$ cat src/rtl/cpu_pkg.sv
// Shared types and constants for the memory-port arbiter and its neighbours.
package cpu_pkg;

    localparam int unsigned MEM_SIZE = 65536;
    localparam int unsigned ADDR_W   = $clog2(MEM_SIZE);
    localparam int unsigned WORD_W   = 16;
    localparam int unsigned BYTE_W   = 8;

    typedef enum logic [1:0] {
        IDLE,
        BYTE0,
        BYTE1,
        DONE
    } arb_state_t;

    typedef enum logic {
        OWN_IF,
        OWN_D
    } arb_owner_t;

    // Command latched from the winning requester for the duration of an access
    typedef struct packed {
        arb_owner_t          owner;
        logic                we;
        logic [WORD_W-1:0]   wdata;
    } arb_cmd_t;

endpackage

$ cat src/rtl/mem_arb_select.sv
// Grant decision between fetch and data requesters, with a saturating
// data-streak counter that forces a fetch grant after a run of data grants.
module mem_arb_select
    import cpu_pkg::*;
#(
    parameter int unsigned MAX_DATA_STREAK = 4
) (
    input  logic       clk,
    input  logic       rst,
    input  logic       arb_en,
    input  logic       halt_program,
    input  logic       if_req,
    input  logic       d_req,
    output logic       grant_c,
    output arb_owner_t owner_c
);

    localparam int unsigned STREAK_W = $clog2(MAX_DATA_STREAK + 1);
    localparam logic [STREAK_W-1:0] STREAK_MAX = STREAK_W'(MAX_DATA_STREAK);

    logic [STREAK_W-1:0] streak_q;
    logic [STREAK_W-1:0] streak_d;
    logic                fetch_forced;

    // Arbitration and streak bookkeeping; only meaningful while the FSM idles
    always_comb begin
        fetch_forced = if_req && (streak_q == STREAK_MAX);
        grant_c      = arb_en && !halt_program && (if_req || d_req);
        owner_c      = (d_req && !fetch_forced) ? OWN_D : OWN_IF;
        streak_d     = streak_q;

        if (arb_en) begin
            if (!if_req) begin
                streak_d = '0;
            end else if (grant_c) begin
                if (owner_c == OWN_IF) begin
                    streak_d = '0;
                end else if (streak_q != STREAK_MAX) begin
                    streak_d = streak_q + STREAK_W'(1);
                end
            end
        end
    end

    always_ff @(posedge clk) begin
        if (rst) begin
            streak_q <= '0;
        end else begin
            streak_q <= streak_d;
        end
    end

endmodule

$ cat src/rtl/mem_arbiter.sv
// Shares the byte-wide memory port between fetch and data requesters; each
// grant moves one little-endian 16-bit word as two byte cycles.
module mem_arbiter #(
    parameter int unsigned ADDR_W          = cpu_pkg::ADDR_W,
    parameter int unsigned MAX_DATA_STREAK = 4
) (
    input  logic              clk,
    input  logic              rst,
    input  logic              halt_program,
    input  logic              if_req,
    input  logic [ADDR_W-1:0] if_addr,
    output logic              if_ack,
    output logic [15:0]       if_rdata,
    input  logic              d_req,
    input  logic              d_we,
    input  logic [ADDR_W-1:0] d_addr,
    input  logic [15:0]       d_wdata,
    output logic              d_ack,
    output logic [15:0]       d_rdata,
    output logic              busy,
    output logic [ADDR_W-1:0] mem_addr,
    output logic              mem_we,
    output logic [7:0]        mem_wdata,
    input  logic [7:0]        mem_rdata
);

    import cpu_pkg::*;

    arb_state_t        state_q, state_d;
    arb_cmd_t          cmd_q, cmd_d;
    logic [ADDR_W-1:0] addr_q, addr_d;
    logic [BYTE_W-1:0] lo_q, lo_d;
    logic              if_ack_q, if_ack_d;
    logic              d_ack_q, d_ack_d;
    logic              busy_q, busy_d;
    logic [ADDR_W-1:0] mem_addr_q, mem_addr_d;
    logic              mem_we_q, mem_we_d;
    logic [BYTE_W-1:0] mem_wdata_q, mem_wdata_d;

    logic              grant_c;
    arb_owner_t        owner_c;

    mem_arb_select #(
        .MAX_DATA_STREAK (MAX_DATA_STREAK)
    ) u_select (
        .clk          (clk),
        .rst          (rst),
        .arb_en       (state_q == IDLE),
        .halt_program (halt_program),
        .if_req       (if_req),
        .d_req        (d_req),
        .grant_c      (grant_c),
        .owner_c      (owner_c)
    );

    // Next state plus the registered memory-port and ack values for that state
    always_comb begin
        state_d     = state_q;
        cmd_d       = cmd_q;
        addr_d      = addr_q;
        lo_d        = lo_q;
        if_ack_d    = 1'b0;
        d_ack_d     = 1'b0;
        mem_addr_d  = mem_addr_q;
        mem_we_d    = 1'b0;
        mem_wdata_d = mem_wdata_q;

        case (state_q)
            IDLE: begin
                if (grant_c) begin
                    cmd_d.owner = owner_c;
                    cmd_d.we    = (owner_c == OWN_D) && d_we;
                    cmd_d.wdata = d_wdata;
                    addr_d      = (owner_c == OWN_D) ? d_addr : if_addr;
                    mem_addr_d  = addr_d;
                    mem_we_d    = cmd_d.we;
                    mem_wdata_d = cmd_d.wdata[7:0];
                    state_d     = BYTE0;
                end
            end
            BYTE0: begin
                mem_addr_d  = addr_q + ADDR_W'(1);
                mem_we_d    = cmd_q.we;
                mem_wdata_d = cmd_q.wdata[15:8];
                state_d     = BYTE1;
            end
            BYTE1: begin
                lo_d     = mem_rdata;
                if_ack_d = (cmd_q.owner == OWN_IF);
                d_ack_d  = (cmd_q.owner == OWN_D);
                state_d  = DONE;
            end
            DONE: begin
                state_d = IDLE;
            end
            default: begin
                state_d = IDLE;
            end
        endcase

        busy_d = (state_d != IDLE);
    end

    always_ff @(posedge clk) begin
        if (rst) begin
            state_q     <= IDLE;
            cmd_q       <= '{owner: OWN_IF, we: 1'b0, wdata: '0};
            addr_q      <= '0;
            lo_q        <= '0;
            if_ack_q    <= 1'b0;
            d_ack_q     <= 1'b0;
            busy_q      <= 1'b0;
            mem_addr_q  <= '0;
            mem_we_q    <= 1'b0;
            mem_wdata_q <= '0;
        end else begin
            state_q     <= state_d;
            cmd_q       <= cmd_d;
            addr_q      <= addr_d;
            lo_q        <= lo_d;
            if_ack_q    <= if_ack_d;
            d_ack_q     <= d_ack_d;
            busy_q      <= busy_d;
            mem_addr_q  <= mem_addr_d;
            mem_we_q    <= mem_we_d;
            mem_wdata_q <= mem_wdata_d;
        end
    end

    assign if_ack    = if_ack_q;
    assign d_ack     = d_ack_q;
    assign busy      = busy_q;
    assign mem_addr  = mem_addr_q;
    assign mem_we    = mem_we_q;
    assign mem_wdata = mem_wdata_q;

    // The high byte leaves the memory's read register in the ack cycle itself,
    // so it is forwarded straight through; both words read zero outside ack.
    assign if_rdata = if_ack_q ? {mem_rdata, lo_q} : '0;
    assign d_rdata  = d_ack_q  ? {mem_rdata, lo_q} : '0;

endmodule

$ cat config.mk
export PLATFORM = sky130hd
export DESIGN_NAME = mem_arbiter
export DESIGN_NICKNAME = d
export VERILOG_FILES = /design/src/rtl/cpu_pkg.sv /design/src/rtl/mem_arb_select.sv /design/src/rtl/mem_arbiter.sv
export SDC_FILE = /design/constraint.sdc
export NUM_CORES = 1
export LEC_CHECK = 0
export CORE_UTILIZATION = 28
export CTS_CLUSTER_DIAMETER = 50
export DETAILED_ROUTE_END_ITERATION = 6
export SYNTH_ARGS = -nofsm -noshare
export SYNTH_HDL_FRONTEND = slang
export SYNTH_SLANG_ARGS = --single-unit
$ cat constraint.sdc
create_clock -name clk -period 1.8 [get_ports clk]
set_input_delay 0.18 -clock clk [delete_from_list [all_inputs] [get_ports clk]]
set_output_delay 0.18 -clock clk [all_outputs]
set_load 0.02 [all_outputs]
==> results.md, run 1 <==
Status:
- The flow ran to the end, and the final reports show no timing, DRC or antenna violations.

Die:
- Once the floorplan was initialized, standard cells occupied 29.3% of the core.
- The I/O pin count is between 100 and 150.
- The die width is between 100 and 150 um.
- The number of cell rows is 38.
- The overall die area is between 10000 and 15000 um^2.
- The core region is 11000 um^2.
- The height of the die is around 110 um.

STA:
- Setup violations remaining at the end of the flow were counted as 0.
- The final hold violation count is 0.
- Setup repair after global routing left no endpoint under its margin.
- On the final layout, the worst clock skew is ~0.010 ns.
- The minimum period implied by the final worst setup slack is between 1.5 and 2 ns.
- The final-report max-slew violation count came to 0.
- Headroom to the max-slew limit came out at between 70% and 80%.
- The final critical path takes up 93.9% of the cycle.
- The transition at the pin with the smallest max-transition slack is around 0.42 ns.
- The final sum of negative setup slack is 0 ns.
- Timing would allow up to roughly 590 MHz.

Setup path:
- The endpoint arrival time on the critical path is 1.51 ns.
- The critical path goes through and2_1, clkdlybuf4s50_1.
- The number of buffer and inverter stages on the critical path is 1.
- The type of element launching the critical path is a register.
- The critical path's slowest cell is clkdlybuf4s50_1.
- Data on the critical path is required at its endpoint by roughly 1.6 ns.
- The kind of cell with the highest combined delay along the critical path is buffers and inverters.
- Of all nets on the critical path, the largest fanout is 17.
- In this design, the stage delay of the slowest critical-path cell is 0.61 ns.
- The worst setup path is captured at a primary output.
- The logic depth of the worst setup path including buffers is 2.
- The critical path is of the reg2out type.
- The length in cells of the worst reg-to-reg path is 8.

Clocking:
- The root buffer cell chosen for the clock tree is clkbuf_16.
- After clock tree synthesis, the clock-pin slew on the worst setup and hold paths is 0.05 ns.
- The clock tree from TritonCTS is built.
- The maximum buffer depth of the clock tree is 2.
- The H-tree depth reported by CTS is 3.
- The number of hold buffers added after CTS is 0.
- The number of buffers created by CTS is 9.
- The clock latency of the later-clocked register in the worst-skew pair is 0.33 ns.
- For this design, the sink count on the clock tree is 67.
- The number of buffers added for setup after CTS is 0.

Logic synthesis:
- The number of different library cells used by synthesis comes to 48.
- Counting every instance in the synthesized netlist gives roughly 360.
- The most common cell in the synthesized netlist is dfxtp_1.
- By area the synthesized netlist is led by dfxtp_1 41%, mux2i_1 11%, and2_1 6.4%, a211oi_1 5.8%, nor2_1 5.2%.
- The cell area that synthesis handed to floorplanning was 3240 um^2.
- Yosys mapped a number of flops with a built-in enable equal to 0.
- The commonest cells after synthesis are 67 x dfxtp_1, 45 x nor2_1, 36 x mux2i_1.
- A synthesized cell averages 9.04 um^2.
- The area fraction of the dominant cell type after synthesis is roughly two fifths.
- The number of synthesized register bits is 67.
- The most used flip-flop cell after synthesis is dfxtp_1.
- The count of warnings emitted by yosys is 0.
- Counting flops with an async set or reset pin after synthesis yields a share of 0%.
- Summing the sequential cell areas from Yosys gives approximately two fifths of the chip area.
- The synthesized design spends more area on one cell type than any other, namely dfxtp_1.
- The synthesized netlist net count is ~430.

Worst hold path:
- Along the worst hold path, the cell count comes to 2.
- The worst hold-check path type is in2reg.

Power and ir drop:
- Cell internal power was estimated by the tool at slightly below 4 mW.
- The peak supply drop is between 400 and 500 uV.
- The power density over the cells is between 1000 and 1500 nW/um^2.
- The switching portion of total power is 29.2%.
- The net switching power is 1.59 mW.
- The total power is between 5 and 6 mW.
- The analysis attributes to cell leakage a power of ~1.9 nW.
- The share of total power dissipated in sequential elements is between 30% and 40%.
- In this run, the combinational gates consume between 20 and 30% of the power.
- The clock network accounts for 37.1% of the total power.

Place:
- The total instance count after detailed placement is 625.
- The weighted congestion at the end of routability-driven global placement is ~0.81.
- Detailed placement ended at an HPWL of 6.96 mm.
- Port buffering added 121 buffers.
- In this run the cell area measured after placement is 4740 um^2.

Cells and area:
- The antenna diode instance count is 0.
- Excluding fillers, the count of instances in the completed layout stands at 640.
- The finished cells cover about 5100 um^2.
- The number of fill cells is 1101.
- The net count of the finished layout is 564.
- Cells with a size suffix above 1 make up ~13% of the layout.
- From synthesis to final layout, the design area changed by 57.5%.

GRT:
- The remaining global-route overflow is 0.
- The overall fraction of global-route tracks in use is between 10% and 20%.
- The pin count of the biggest net entering global routing is 29.
- The via count of the first global-routing pass was ~2.8k.
- The first global-routing pass estimated approximately 14 mm of wire.
- The number of antenna violations at the first check in global routing is 0.

Detailed routing:
- The final layout contains routed wiring with a total length of ~9.0 mm.
- The final routed wire length divided by cell count is roughly 14 um.
- Once detail routing completed, the nets flagged for antenna violations numbered 0.
- The remaining design rule violation count is 0.
- The routed layout has 2994 vias.
- The violation count after the first detailed-route iteration is about 140.
- Dividing the detail-routed via count by the number of cells gives approximately 4.7.
- The first-pass detailed-route iteration total is 4.

Flow run:
- The tool flagged a number of max-cap violations equal to 0.
-- through the flow --
step	hold WS, ns	setup slack [ns]	util (%)
after floorplan	0.316	0.0355	-
after global placement	0.427	-0.0489	43.0
after detailed placement	0.435	-0.0752	43.0
after CTS	0.203	0.0178	46.1
after global routing	0.224	0.00196	46.2
final	0.219	0.110	46.2
-- cell families (layout without fill, tap and decap cells) --
group	Yosys count	in the layout	synth area share [%]
adders and majority gates	6	6	2.32
DFF	67	67	41.4
AOI/OAI and AO/OA	68	68	15.8
muxes	36	36	11.1
and+or+nand+nor	135	135	20.9
buffers and inverters	32	174	4.60
xor gates and xnor gates	14	14	3.79
-- cells in the final DEF, fill, tap and decap left out, drive strengths merged, types with 3 or more instances in the layout --
cell / instances
nor3: 3
nor2: 47
inv: 10
mux2i: 36
a21oi: 18
a31o: 4
a211oi: 25
nand2: 28
nand3: 10
clkbuf: 9
clkdlybuf4s50: 120
xnor2: 9
a22o: 5
dfxtp: 67
and3: 3
ha: 6
o221ai: 5
xor2: 5
and2: 34
bufinv: 3
buf: 29
-- final timing paths --
path                                             start                        to  slack [ns]
worst min register to register  cmd_q[17]$_SDFFE_PP0P_         if_ack$_SDFF_PP0_        0.43
worst min-delay path                               rst    cmd_q[17]$_SDFFE_PP0P_        0.22
worst max register to register   state_q[0]$_SDFF_PP0_  mem_addr[9]$_SDFFE_PP0P_        0.11
worst max-delay path                 if_ack$_SDFF_PP0_               if_rdata[7]        0.11
-- timing repair --
item                       in CTS  in global routing
gates resized for setup         3                  4
pin swaps                       0                  0
setup endpoints to repair      35                 39
-- power by group through the flow --
| stage | registers (mW) | clock network (mW) | logic, mW |
|---|---|---|---|
| after floorplan | 2.00 | 0 | 0.771 |
| after global placement | 1.90 | 0 | 1.52 |
| after detailed placement | 1.91 | 0 | 1.55 |
| after CTS | 1.88 | 2.05 | 1.55 |
| after global routing | 1.90 | 2.13 | 1.68 |
| final | 1.88 | 2.01 | 1.54 |
-- per-layer routing --
layer  GRT usage (%)  up-vias  share of wire (%)
li1                -     1530                  -
met5               0        -                  0
met3            3.20        7                6.3
met2            24.2       96                 46
met1            19.1     1361                 47
met4            6.57        0                1.3
-- cell type report --
type	count	area, um^2	share of cell area, %
Clock buffer	9	225	4.42
Sequential cell	67	1350	26.5
Clock inverter	6	114	2.23
Timing Repair Buffer	149	1440	28.3
Multi-Input combinational cell	259	1760	34.4
Tap cell	140	175	3.44
Inverter	10	37.5	0.736
-- registers in the layout, summed over array words and instances, names as in the netlist --
name	count
lo_q	8
d_ack	1
mem_we	1
cmd_q	10
busy	1
if_ack	1
mem_wdata	8
state_q	2
u_select.streak_q	3
addr_q	16
mem_addr	16
Power figures use the tool's default switching activity.
==> run 2, diff against run 1 <==
--- a/config.mk
+++ b/config.mk
@@ -5,9 +5,11 @@
 export SDC_FILE = /design/constraint.sdc
 export NUM_CORES = 1
 export LEC_CHECK = 0
-export CORE_UTILIZATION = 28
+export CORE_UTILIZATION = 40
 export CTS_CLUSTER_DIAMETER = 50
 export DETAILED_ROUTE_END_ITERATION = 6
+export PLACE_DENSITY = 0.77
+export SLEW_MARGIN = 40
 export SYNTH_ARGS = -nofsm -noshare
 export SYNTH_HDL_FRONTEND = slang
 export SYNTH_SLANG_ARGS = --single-unit
==> run 2 against run 1 <==
Total power decreased by 8.5%. Maximum frequency decreased by 1.8%. Combinational power about the same. Critical endpoint is now mem_addr[9]$_SDFFE_PP0P_. Largest cell class unchanged. Die area decreased by 30%. Largest power group is now registers. Hold slack improved by 0.16 ns.
==> results.md, run 2 (synthesis gave the netlist of run 1 again) <==
Die:
- The effective utilization at floorplan is 41.7% (was 29.3%).
- The die width is 92.0 um (was 110 um).
- The overall die area is 8460 um^2 (was 12000 um^2).
- The height of the die is 92.0 um (was 110 um).
- The number of cell rows was 32 (was 38).
- The core box area came to 7770 um^2 (was 11000 um^2).
- The I/O pin count is 122 (unchanged).

STA:
- The final hold violation count came to 0 (unchanged).
- The final number of setup-violating endpoints is 0 (unchanged).
- The part of the cycle the worst path needs was 95.6% (was 93.9%).
- The worst slew slack as a fraction of its limit was 73.1% (was 71.7%).
- The worst clock skew on the final layout is 0.00862 ns (was 0.0104 ns).
- The worst path setup slack after routing is 0.0792 ns (was 0.110 ns).
- The maximum frequency from static timing analysis is 581 MHz (was 592 MHz).
- The minimum period implied by the final worst setup slack is 1.72 ns (was 1.69 ns).
- The final-report max-slew violation count is 0 (unchanged).
- The transition at the pin with the smallest max-transition slack was 0.401 ns (was 0.421 ns).

Power and ir drop:
- The power density over the cells is 1000 nW/um^2 (was 1070 nW/um^2).
- The peak supply drop is 470 uV (was 401 uV).
- The leakage dissipation is 1.91 nW (was 1.93 nW).

Clocking:
- The buffer type at the clock tree root is clkbuf_8 (was clkbuf_16).
- The H-tree depth reported by CTS is 3 (unchanged).
- The maximum buffer depth of the clock tree is 2 (unchanged).
- The clock latency of the later-clocked register in the worst-skew pair is 0.34 ns (was 0.33 ns).
- The number of sinks handled by clock tree synthesis is 67 (unchanged).
- The clock tree from TritonCTS is built (unchanged).
- The number of hold buffers added after CTS came to 0 (unchanged).
- The number of buffers created by CTS is 9 (unchanged).
- The clock-pin transition on the worst setup and hold timing paths is 0.08 ns (was 0.05 ns).

Cells and area:
- The most frequent standard cell in the layout excluding fill and tap cells is clkdlybuf4s50_1 (unchanged).
- The share of cells above drive strength 1 is 13.9% (was 12.6%).
- The net total in the final layout came to 561 (was 564).
- The antenna diode instance count is 0 (unchanged).
- The area added between synthesis and finish is 53.3% (was 57.5%).
- Most frequent cells in the layout: 119 x clkdlybuf4s50_1, 64 x dfxtp_1, 44 x nor2_1 (was 120 x clkdlybuf4s50_1, 65 x dfxtp_1, 45 x nor2_1).
- The final standard cell count with taps included and fillers excluded is 600 (was 640).

Status:
- Run status: finished, final reports clean (unchanged).

GRT:
- The via count of the first global-routing pass came to 2950 (was 2760).
- The overall fraction of global-route tracks in use is 20.5% (was 15.0%).
- The number of antenna violations at the first check in global routing is 0 (unchanged).
- The remaining global-route overflow came to 0 (unchanged).
- The pin count of the biggest net entering global routing is 31 (was 29).
- The wire length of the first global-routing pass was 13.7 mm (was 13.6 mm).

Worst hold path:
- The sink of the worst hold path was cmd_q[11]$_SDFFE_PP0P_ (was cmd_q[17]$_SDFFE_PP0P_).
- The worst hold-check path type is in2reg (unchanged).
- The hold-critical path depth is 3 (was 2).
- The startpoint of the tightest hold check path is rst (unchanged).

Setup path:
- The length in cells of the worst reg-to-reg path is 7 (was 8).
- The reg-to-reg endpoint is mem_addr[9]$_SDFFE_PP0P_ (unchanged).
- The kind of capture point of the worst setup path is a register (was primary output).
- The critical register-to-register path startpoint is state_q[0]$_SDFF_PP0_ (unchanged).
- The register-to-register setup slack is 0.08 ns (was 0.11 ns).
- The path type of the worst setup path is reg2reg (was reg2out).
- The type of element launching the critical path was a register (unchanged).
- The endpoint arrival time on the critical path is 1.95 ns (was 1.51 ns).
- The worst endpoint required time is 2.03 ns (was 1.62 ns).
- The largest fanout on the critical path was 8 (was 17).

Detailed routing:
- The ratio of routed vias to standard cells was 5.09 (was 4.68).
- The post-detailed-routing wire length is 8.40 mm (was 9.02 mm).
- The remaining antenna violation count was 0 (unchanged).
- The first-pass detailed-route iteration total is 4 (unchanged).
- The overall via count from detail_route was 3052 (was 2994).
- The remaining design rule violation count is 0 (unchanged).
- The final routed wire length divided by cell count is 14.0 um (was 14.1 um).
- The violation count after the first detailed-route iteration is 94 (was 144).

Place:
- The worst slack at placement is -0.126 ns (was -0.0752 ns).
- The weighted congestion at the end of routability-driven global placement came to 0.882 (was 0.813).
- The number of buffer cells added on primary ports is 121 (unchanged).
- The half-perimeter wire length of the detailed placement result is 6.25 mm (was 6.96 mm).
- The total instance count after detailed placement is 581 (was 625).

Flow run:
- The number of maximum-capacitance constraint violations is 0 (unchanged).
## run 2: cell type report
type                    instances  area (um^2)
fillers                       663         2810
multi-input cells             259         1790
repair buffers                146         1410
flip-flops and latches         67         1350
well taps                     102          128
clock buffers                   9          124
clock inverters                 7          124
inverters                      10         41.3
## run 2: worst max-delay path: stages, from the launching register on
cell     delay, ns
dfxtp_2       0.35
inv_1         0.07
ha_2          0.20
and2b_4       0.16
and2_4        0.17
a21oi_4       0.25
nor3_2        0.08
a221o_1       0.32
## run 2: metal layers
metal	share of wire (%)	wire length [um]	vias to the layer above	GRT usage, %
met4	2.1	173	0	8.85
met5	0	0	-	0
met2	49	4080	119	35.6
li1	-	-	1518	-
met1	42	3550	1401	24.1
met3	7.2	602	14	4.73
## run 2: where the power goes
part / switching [mW] / internal [mW] / total, mW
Clock: 0.611 / 0.929 / 1.54
Sequential: 0.171 / 1.71 / 1.88
Combinational: 0.767 / 0.780 / 1.55
## run 2: how the worst max path moves through the flow
| stage | startpoint | to | slack, ns | cells past startpoint |
|---|---|---|---|---|
| 2_1_floorplan | state_q[0]$_SDFF_PP0_ | mem_addr[11]$_SDFFE_PP0P_ | 0.04 | 9 |
| 3_3_place_gp | if_req | mem_addr[0]$_SDFFE_PP0P_ | -0.05 | 7 |
| 3_5_place_dp | if_req | mem_addr[1]$_SDFFE_PP0P_ | -0.13 | 7 |
| 4_1_cts | u_select.streak_q[0]$_SDFFE_PP0P_ | mem_addr[1]$_SDFFE_PP0P_ | 0.02 | 8 |
| 5_1_grt | state_q[0]$_SDFF_PP0_ | mem_addr[9]$_SDFFE_PP0P_ | -0.009 | 7 |
| 6_report | state_q[0]$_SDFF_PP0_ | mem_addr[9]$_SDFFE_PP0P_ | 0.08 | 7 |
## run 2: what timing repair did
item / CTS / global route
resized for setup: 5 / 13
endpoints found under the hold margin: 0 / 0
pin swaps: 1 / 2
endpoints found under the setup margin: 41 / 40
setup buffers: 0 / 3
## run 2: stage by stage
stage	setup TNS, ns	hold WS, ns	power [mW]	utilization (%)	instance area (um^2)
global route	-0.00906	0.389	5.21	63.9	4960
floorplan	0	0.316	2.77	-	3240
global placement	-0.124	0.431	3.35	59.7	4640
CTS	0	0.352	4.94	63.0	4890
detailed placement	-0.484	0.442	3.40	59.7	4640
finish	0	0.374	4.97	63.9	4960
==> run 3, diff against run 2 <==
--- a/config.mk
+++ b/config.mk
@@ -5,6 +5,7 @@
 export SDC_FILE = /design/constraint.sdc
 export NUM_CORES = 1
 export LEC_CHECK = 0
+export CORE_MARGIN = 2
 export CORE_UTILIZATION = 40
 export CTS_CLUSTER_DIAMETER = 50
 export DETAILED_ROUTE_END_ITERATION = 6
==> run 3 against run 2 <==
Clock power fell by 8%. Critical path depth rose by 1. Flip-flop and latch count did not move. Cell area fell by 0.63%. Largest power group unchanged.
==> results.md, run 3 (synthesis gave the netlist of run 1 again) <==
Setup path:
- The endpoint arrival time on the critical path came to 1.96 ns (was 1.95 ns).
- The type of element launching the critical path is a register (unchanged).
- CP Cell Sequence: inv_1, ha_1, nand3_1, nand2_2, buf_12, mux2i_1, mux2i_1, a22o_1 (was inv_1, ha_2, and2b_4, and2_4, a21oi_4, nor3_2, a221o_1).
- The kind of capture point of the worst setup path is a register (unchanged).
- The most numerous cell type found on the critical path is mux2i_1.
- The length in cells of the worst reg-to-reg path is 8 (was 7).
- The register-to-register setup slack was 0.08 ns (about the same).
- The worst endpoint required time is 2.04 ns (was 2.03 ns).
- The critical path's slowest cell is mux2i_1 (was dfxtp_2).
- The largest fanout on the critical path is 14 (was 8).
- The worst stage delay on the critical path is 0.33 ns (was 0.35 ns).
- The path type of the worst setup path is reg2reg (unchanged).

GRT:
- The overall fraction of global-route tracks in use is 19.3% (was 20.5%).
- The pin count of the biggest net entering global routing is 31 (unchanged).
- The remaining global-route overflow is 0 (unchanged).
- The via count of the first global-routing pass is 2867 (was 2950).
- The number of antenna violations at the first check in global routing is 0 (unchanged).
- The wire length of the first global-routing pass is 13.6 mm (was 13.7 mm).

Place:
- The weighted congestion at the end of routability-driven global placement is 0.846 (was 0.882).
- The half-perimeter wire length of the detailed placement result was 6.36 mm (was 6.25 mm).
- The placed cell area is 4650 um^2 (was 4640 um^2).
- The number of buffer cells added on primary ports came to 121 (unchanged).

Detailed routing:
- The overall via count from detail_route is 3022 (was 3052).
- The remaining antenna violation count is 0 (unchanged).
- The remaining design rule violation count is 0 (unchanged).
- The final routed wire length divided by cell count is 14.0 um (about the same).
- The first-pass detailed-route iteration total was 4 (unchanged).
- The ratio of routed vias to standard cells is 5.03 (was 5.09).
- The violation count after the first detailed-route iteration came to 107 (was 94).
- The post-detailed-routing wire length is 8.42 mm (was 8.40 mm).

Cells and area:
- The final cell area excluding filler cells is 4930 um^2 (was 4960 um^2).
- The antenna diode instance count is 0 (unchanged).
- The area taken by flip-flops and latches is 1350 um^2 (unchanged).
- The number of fill cells is 659 (was 663).
- The net total in the final layout is 562 (was 561).
- The area added between synthesis and finish is 52.3% (was 53.3%).
- The total area of multi-input combinational cells is 1770 um^2 (was 1790 um^2).
- The share of cells above drive strength 1 is 13.2% (was 13.9%).
- Most frequent cells in the layout: 118 x clkdlybuf4s50_1, 64 x dfxtp_1, 45 x nor2_1 (was 119 x clkdlybuf4s50_1, 64 x dfxtp_1, 44 x nor2_1).
- The most frequent standard cell in the layout excluding fill and tap cells was clkdlybuf4s50_1 (unchanged).

Clocking:
- The number of hold buffers added after CTS is 0 (unchanged).
- The clock tree from TritonCTS is built (unchanged).
- The H-tree depth reported by CTS was 3 (unchanged).
- The number of buffers created by CTS came to 9 (unchanged).
- The number of sinks handled by clock tree synthesis is 67 (unchanged).
- The buffer type at the clock tree root is clkbuf_8 (unchanged).
- The clock latency of the later-clocked register in the worst-skew pair was 0.34 ns (about the same).
- The clock-pin transition on the worst setup and hold timing paths came to 0.08 ns (about the same).
- The maximum buffer depth of the clock tree is 2 (unchanged).

STA:
- The worst slew slack as a fraction of its limit is 75.0% (was 73.1%).
- The final-report max-slew violation count is 0 (unchanged).
- Setup repair after global routing left no endpoint under its margin.
- The transition at the pin with the smallest max-transition slack is 0.371 ns (was 0.401 ns).
- The final number of setup-violating endpoints came to 0 (unchanged).
- The part of the cycle the worst path needs was 95.4% (was 95.6%).
- The final hold violation count is 0 (unchanged).
- The worst clock skew on the final layout is 0.00736 ns (was 0.00862 ns).
- The minimum period implied by the final worst setup slack is 1.72 ns (about the same).
- The maximum frequency from static timing analysis came to 582 MHz (was 581 MHz).

Die:
- The overall die area is 8830 um^2 (was 8460 um^2).
- The height of the die was 94.0 um (was 92.0 um).
- The effective utilization at floorplan is 41.7% (unchanged).
- The number of cell rows is 32 (unchanged).
- The die width is 94.0 um (was 92.0 um).
- The core box area is 7770 um^2 (unchanged).
- The I/O pin count came to 122 (unchanged).

Worst hold path:
- The hold-critical path depth is 3 (unchanged).
- The worst hold-check path type is in2reg (unchanged).

Power and ir drop:
- The peak supply drop was 576 uV (was 470 uV).
- The power density over the cells was 982 nW/um^2 (was 1000 nW/um^2).
- The total power came to 4.84 mW (was 4.97 mW).
- The leakage dissipation is 1.88 nW (was 1.91 nW).

Status:
- Run status: finished, final reports clean (unchanged).

Flow run:
- The number of maximum-capacitance constraint violations came to 0 (unchanged).
run 3: path summary, 6_finish.rpt:
check / to / from
hold / removal: mem_addr[3]$_SDFFE_PP0P_ / rst
hold reg to reg: if_ack$_SDFF_PP0_ / cmd_q[17]$_SDFFE_PP0P_
setup reg to reg: mem_addr[5]$_SDFFE_PP0P_ / u_select.streak_q[1]$_SDFFE_PP0P_
setup / recovery: mem_addr[5]$_SDFFE_PP0P_ / u_select.streak_q[1]$_SDFFE_PP0P_
run 3: cell type report:
| type | instances | share of cell area [%] |
|---|---|---|
| clock inverters | 7 | 2.01 |
| clock buffers | 9 | 2.51 |
| multi-input cells | 259 | 35.9 |
| repair buffers | 147 | 28.7 |
| inverters | 10 | 0.914 |
| flip-flops and latches | 67 | 27.4 |
| well taps | 102 | 2.59 |
run 3: critical path, delay by kind of cell (launching register included):
family	cells	cell delay, ns
and+or+nand+nor	2	0.22
buffers and inverters	2	0.23
AOI/OAI and AO/OA	1	0.21
muxes	2	0.48
adders and majority gates	1	0.14
DFF	1	0.32
run 3: layer usage:
layer,up-vias,track usage [%],wire (um)
met1,1371,24.0,3600
li1,1532,-,-
met3,10,5.22,675
met2,109,32.4,4020
met5,-,0,0
met4,0,6.04,122
run 3: repair_timing:
action / CTS / global route
gates cloned: 0 / 0
buffers inserted: 0 / 2
pin swaps: 1 / 0
endpoints found under the setup margin: 35 / 44
endpoints found under the hold margin: 0 / 0
gates resized for setup: 6 / 9
run 3: power breakdown:
part	switching (mW)	internal, mW
sequential	0.170	1.71
clock	0.625	0.789
combinational	0.762	0.788
run 3: metrics by stage:
step / std cells / worst slack, ns / util (%) / hold slack [ns] / setup TNS (ns)
finish: 601 / 0.0829 / 63.5 / 0.340 / 0
global route: 601 / 0.00300 / 63.5 / 0.346 / 0
CTS: 599 / 0.0138 / 62.9 / 0.327 / 0
detailed placement: 583 / -0.109 / 59.9 / 0.442 / -0.850
global placement: 583 / -0.0579 / 59.9 / 0.430 / -0.354
floorplan: 358 / 0.0355 / - / 0.316 / 0
==> edit 1 (config.mk and constraints of run 1) <==
Encoding of `arb_state_t`: now one-hot (4 bits for 4 states).
--- a/src/rtl/cpu_pkg.sv
+++ b/src/rtl/cpu_pkg.sv
@@ -7,9 +7,9 @@
     localparam int unsigned BYTE_W   = 8;
 
-    typedef enum logic [1:0] {
-        IDLE,
-        BYTE0,
-        BYTE1,
-        DONE
+    typedef enum logic [3:0] {
+        IDLE  = 4'b0001,
+        BYTE0 = 4'b0010,
+        BYTE1 = 4'b0100,
+        DONE  = 4'b1000
     } arb_state_t;
 
Function: no difference found for any inputs over 10 cycles, from zero or initial values and one cycle with rst high; not proved beyond that.
==> edit 1 against run 1 <==
The run now ends with negative setup slack left. Synthesized area is 1.8% lower. Sequential share of layout area is 0.47 points lower. Worst setup slack worse by 0.29 ns. Wire length is 11% higher. Sequential cell count is 2 higher. Worst hold slack better by 0.030 ns. Final area is 4.9% higher. Total power is 21% lower.
==> edit 1: results (changes against run 1) <==
* M2 GR Usage at 29.2% (+4.9 points)
* Post-synth top cells: nand2_1 (88), dfxtp_1 (69), nor2_1 (43), and2_1 (34), a21oi_1 (27)
* Seq/Total Area, Yosys at 43.4% (+2.0 points)
* Worst setup path endpoint: mem_addr[11]
* GRT Util Overall at 17.3% (+2.3 points)
* Number of library cell types mapped by synthesis at 42 (-13%)
* Post-DP Area at 4750 um^2 (+0.26%)
* Met3 wire len at 696 um (+22%)
* GPL Wtd Cong at 0.833 (+2.5%)
* Post-DP HPWL at 7200 um (+3.4%)
* Final worst setup slack at -0.185 ns (-0.295 ns)
* CP arrival at 2.20 ns (+0.69 ns)
* Clk cell area share at 5.59% (-1.1 points)
* TNS Setup at -3.10 ns (-3.10 ns)
* Ratio of cells with drive above 1 in the final layout at 18.5% (+5.9 points)
* Met2 WL at 4800 um (+16%)
* # setup viols final at 43 (+43)
* Comb. pwr at 0.000830 W (-46%)
* Failing checks: negative setup slack
* DRT iter0 DRCs at 134 (-6.9%)
* Clock skew at 0.00842 ns (-0.00198 ns)
* Inverters at 6 (-4)
* Dominant cells by area after synthesis: dfxtp_1 (43%), nand2_1 (10%), and2_1 (6.7%)
* WHS Endpoint: addr_q[4]
* DR vias at 3,359 (+12%)
* Drt wl/cell at 14.3 um (+1.3%)
* Layout net count at 622 (+10%)
* Synthesis-stage register bit count at 69 (+3.0%)
* Status: complete, but fails checks
* Multi-input logic area at 1830 um^2 (+4.3%)
* Worst reg2reg endpoint: mem_addr[11]
* Fillers at 1,081 (-1.8%)
-- edit 1: metrics by stage --
step                      setup WS (ns)  utilization [%]  hold slack [ns]  instances  power (W)
after floorplan                 -0.0579                -            0.260        403    0.00206
after global placement           -0.101             43.5            0.443        675    0.00243
after detailed placement         -0.169             43.5            0.449        675    0.00244
after CTS                        -0.150             47.9            0.243        699    0.00428
after global routing             -0.226             48.9            0.284        702    0.00448
final                            -0.185             48.9            0.249        702    0.00430
-- edit 1: what timing repair did --
item / in CTS / in global routing
cloned: 1 / 0
buffers inserted: 7 / 4
pin swaps: 7 / 1
endpoints found under the setup margin: 81 / 68
hold endpoints to repair: 0 / 0
resized for setup: 30 / 22
-- edit 1: kinds of logic (layout without fill, tap and decap cells) --
family	count (synthesis)	count (layout)	synth area share, %
mux	4	4	1.38
buf+inv	31	190	4.01
simple gates	219	219	32.5
xor+xnor	14	14	3.86
compound gates	63	63	13.6
flops	69	69	43.4
fa+ha+maj	3	3	1.18
==> edit 2 (settings of run 1) <==
Made on the original files. `MAX_DATA_STREAK` is set to 4 in 2 places; all go to 16.
--- a/src/rtl/mem_arb_select.sv
+++ b/src/rtl/mem_arb_select.sv
@@ -4,5 +4,5 @@
     import cpu_pkg::*;
 #(
-    parameter int unsigned MAX_DATA_STREAK = 4
+    parameter int unsigned MAX_DATA_STREAK = 16
 ) (
     input  logic       clk,
--- a/src/rtl/mem_arbiter.sv
+++ b/src/rtl/mem_arbiter.sv
@@ -3,5 +3,5 @@
 module mem_arbiter #(
     parameter int unsigned ADDR_W          = cpu_pkg::ADDR_W,
-    parameter int unsigned MAX_DATA_STREAK = 4
+    parameter int unsigned MAX_DATA_STREAK = 16
 ) (
     input  logic              clk,
Formal check against the unedited RTL: same outputs for any inputs over 10 cycles, from zero or initial values and one cycle with rst high; that may be too few to reach the edited logic, so the function may still have changed.
==> edit 2 against run 1 <==
Sequential cell count up 2. Worst hold slack better by 0.095 ns. Worst setup slack worse by 0.030 ns. Wire length up 27%. Final area up 11%. Sequential share of layout area down 2.0 points. Total power down 0.58%. Synthesized cell count up 27%. Synthesized area up 17%.
==> edit 2: results (changes against run 1) <==
* DRT iter0 DRCs at 166 (+15%)
* Slew margin rel. at 74.5% (+2.8 points)
* CP arrival at 1.93 ns (+0.42 ns)
* Status: finished, final reports clean
* GRT Util Overall at 16.8% (+1.8 points)
* Post-DP HPWL at 8540 um (+23%)
* CP top delay family: simple AND/OR/NAND/NOR gates
* Met3 Track Usage GR at 3.62% (+0.42 points)
* Met3 wire len at 625 um (+9.5%)
* Fillers at 1,363 (+24%)
* Syn Area/Cell at 8.29 um^2 (-8.3%)
* Vias in the first global route at 3,806 (+38%)
* Routed wire length at 11,500 um (+27%)
* Leakage power at 2.01 nW (+4.1%)
* Post-DP Area at 5310 um^2 (+12%)
* Routing usage on met1 at 20.8% (+1.6 points)
* GPL Wtd Cong at 0.846 (+4.2%)
* Synthesized Nets at 524 (+23%)
* Peak VDD IR at 0.345 mV (-14%)
* Met2 WL at 5550 um (+34%)
* CP max stage delay at 0.43 ns (-0.18 ns)
* Switching power at 0.00170 W (+7.1%)
* CTS resizes at 4 (+1)
* Logic pwr share at 32.3% (+3.9 points)
* Post-synth top cells: dfxtp_1 (69), nand2_1 (63), nor2_1 (48), and2_1 (32)
* Layout net count at 659 (+17%)
* Drt wl/cell at 14.9 um (+5.6%)
* Fin crit period at 1.72 ns (+0.0298 ns)
* Clock skew at 0.00676 ns (-0.00364 ns)
* Inst Count DP at 754 (+21%)
* Dominant cells by area after synthesis: dfxtp_1 (37%), mux2i_1 (7.7%), nand2_1 (6.3%)
==> edit 2: worst paths after layout <==
path | startpoint | end | cells after the start
hold / removal | rst | cmd_q[17] | 3
setup reg to reg | u_select.streak_q[2] | mem_addr[13] | 5
hold reg to reg | cmd_q[17] | if_ack | 1
setup / recovery | u_select.streak_q[2] | mem_addr[13] | 5
==> edit 2: logic make-up (layout without fill, tap and decap cells) <==
logic type | count (synthesis) | after routing
and+or+nand+nor | 209 | 209
buffers and inverters | 41 | 180
adders and majority gates | 6 | 6
DFF | 69 | 69
xor gates and xnor gates | 5 | 5
AOI/OAI and AO/OA | 97 | 98
muxes | 29 | 29
==> edit 2: layout make-up <==
cell class	count	share of cell area [%]
Sequential cell	69	24.5
Inverter	8	0.529
Multi-Input combinational cell	347	39.2
Timing Repair Buffer	156	26.7
Tap cell	176	3.88
Clock inverter	4	0.837
Clock buffer	12	4.34
==> edit 2: tightest hold or removal path, stage by stage <==
cell	delay (ns)
buf_2	0.12
buf_4	0.24
a21oi_1	0.06
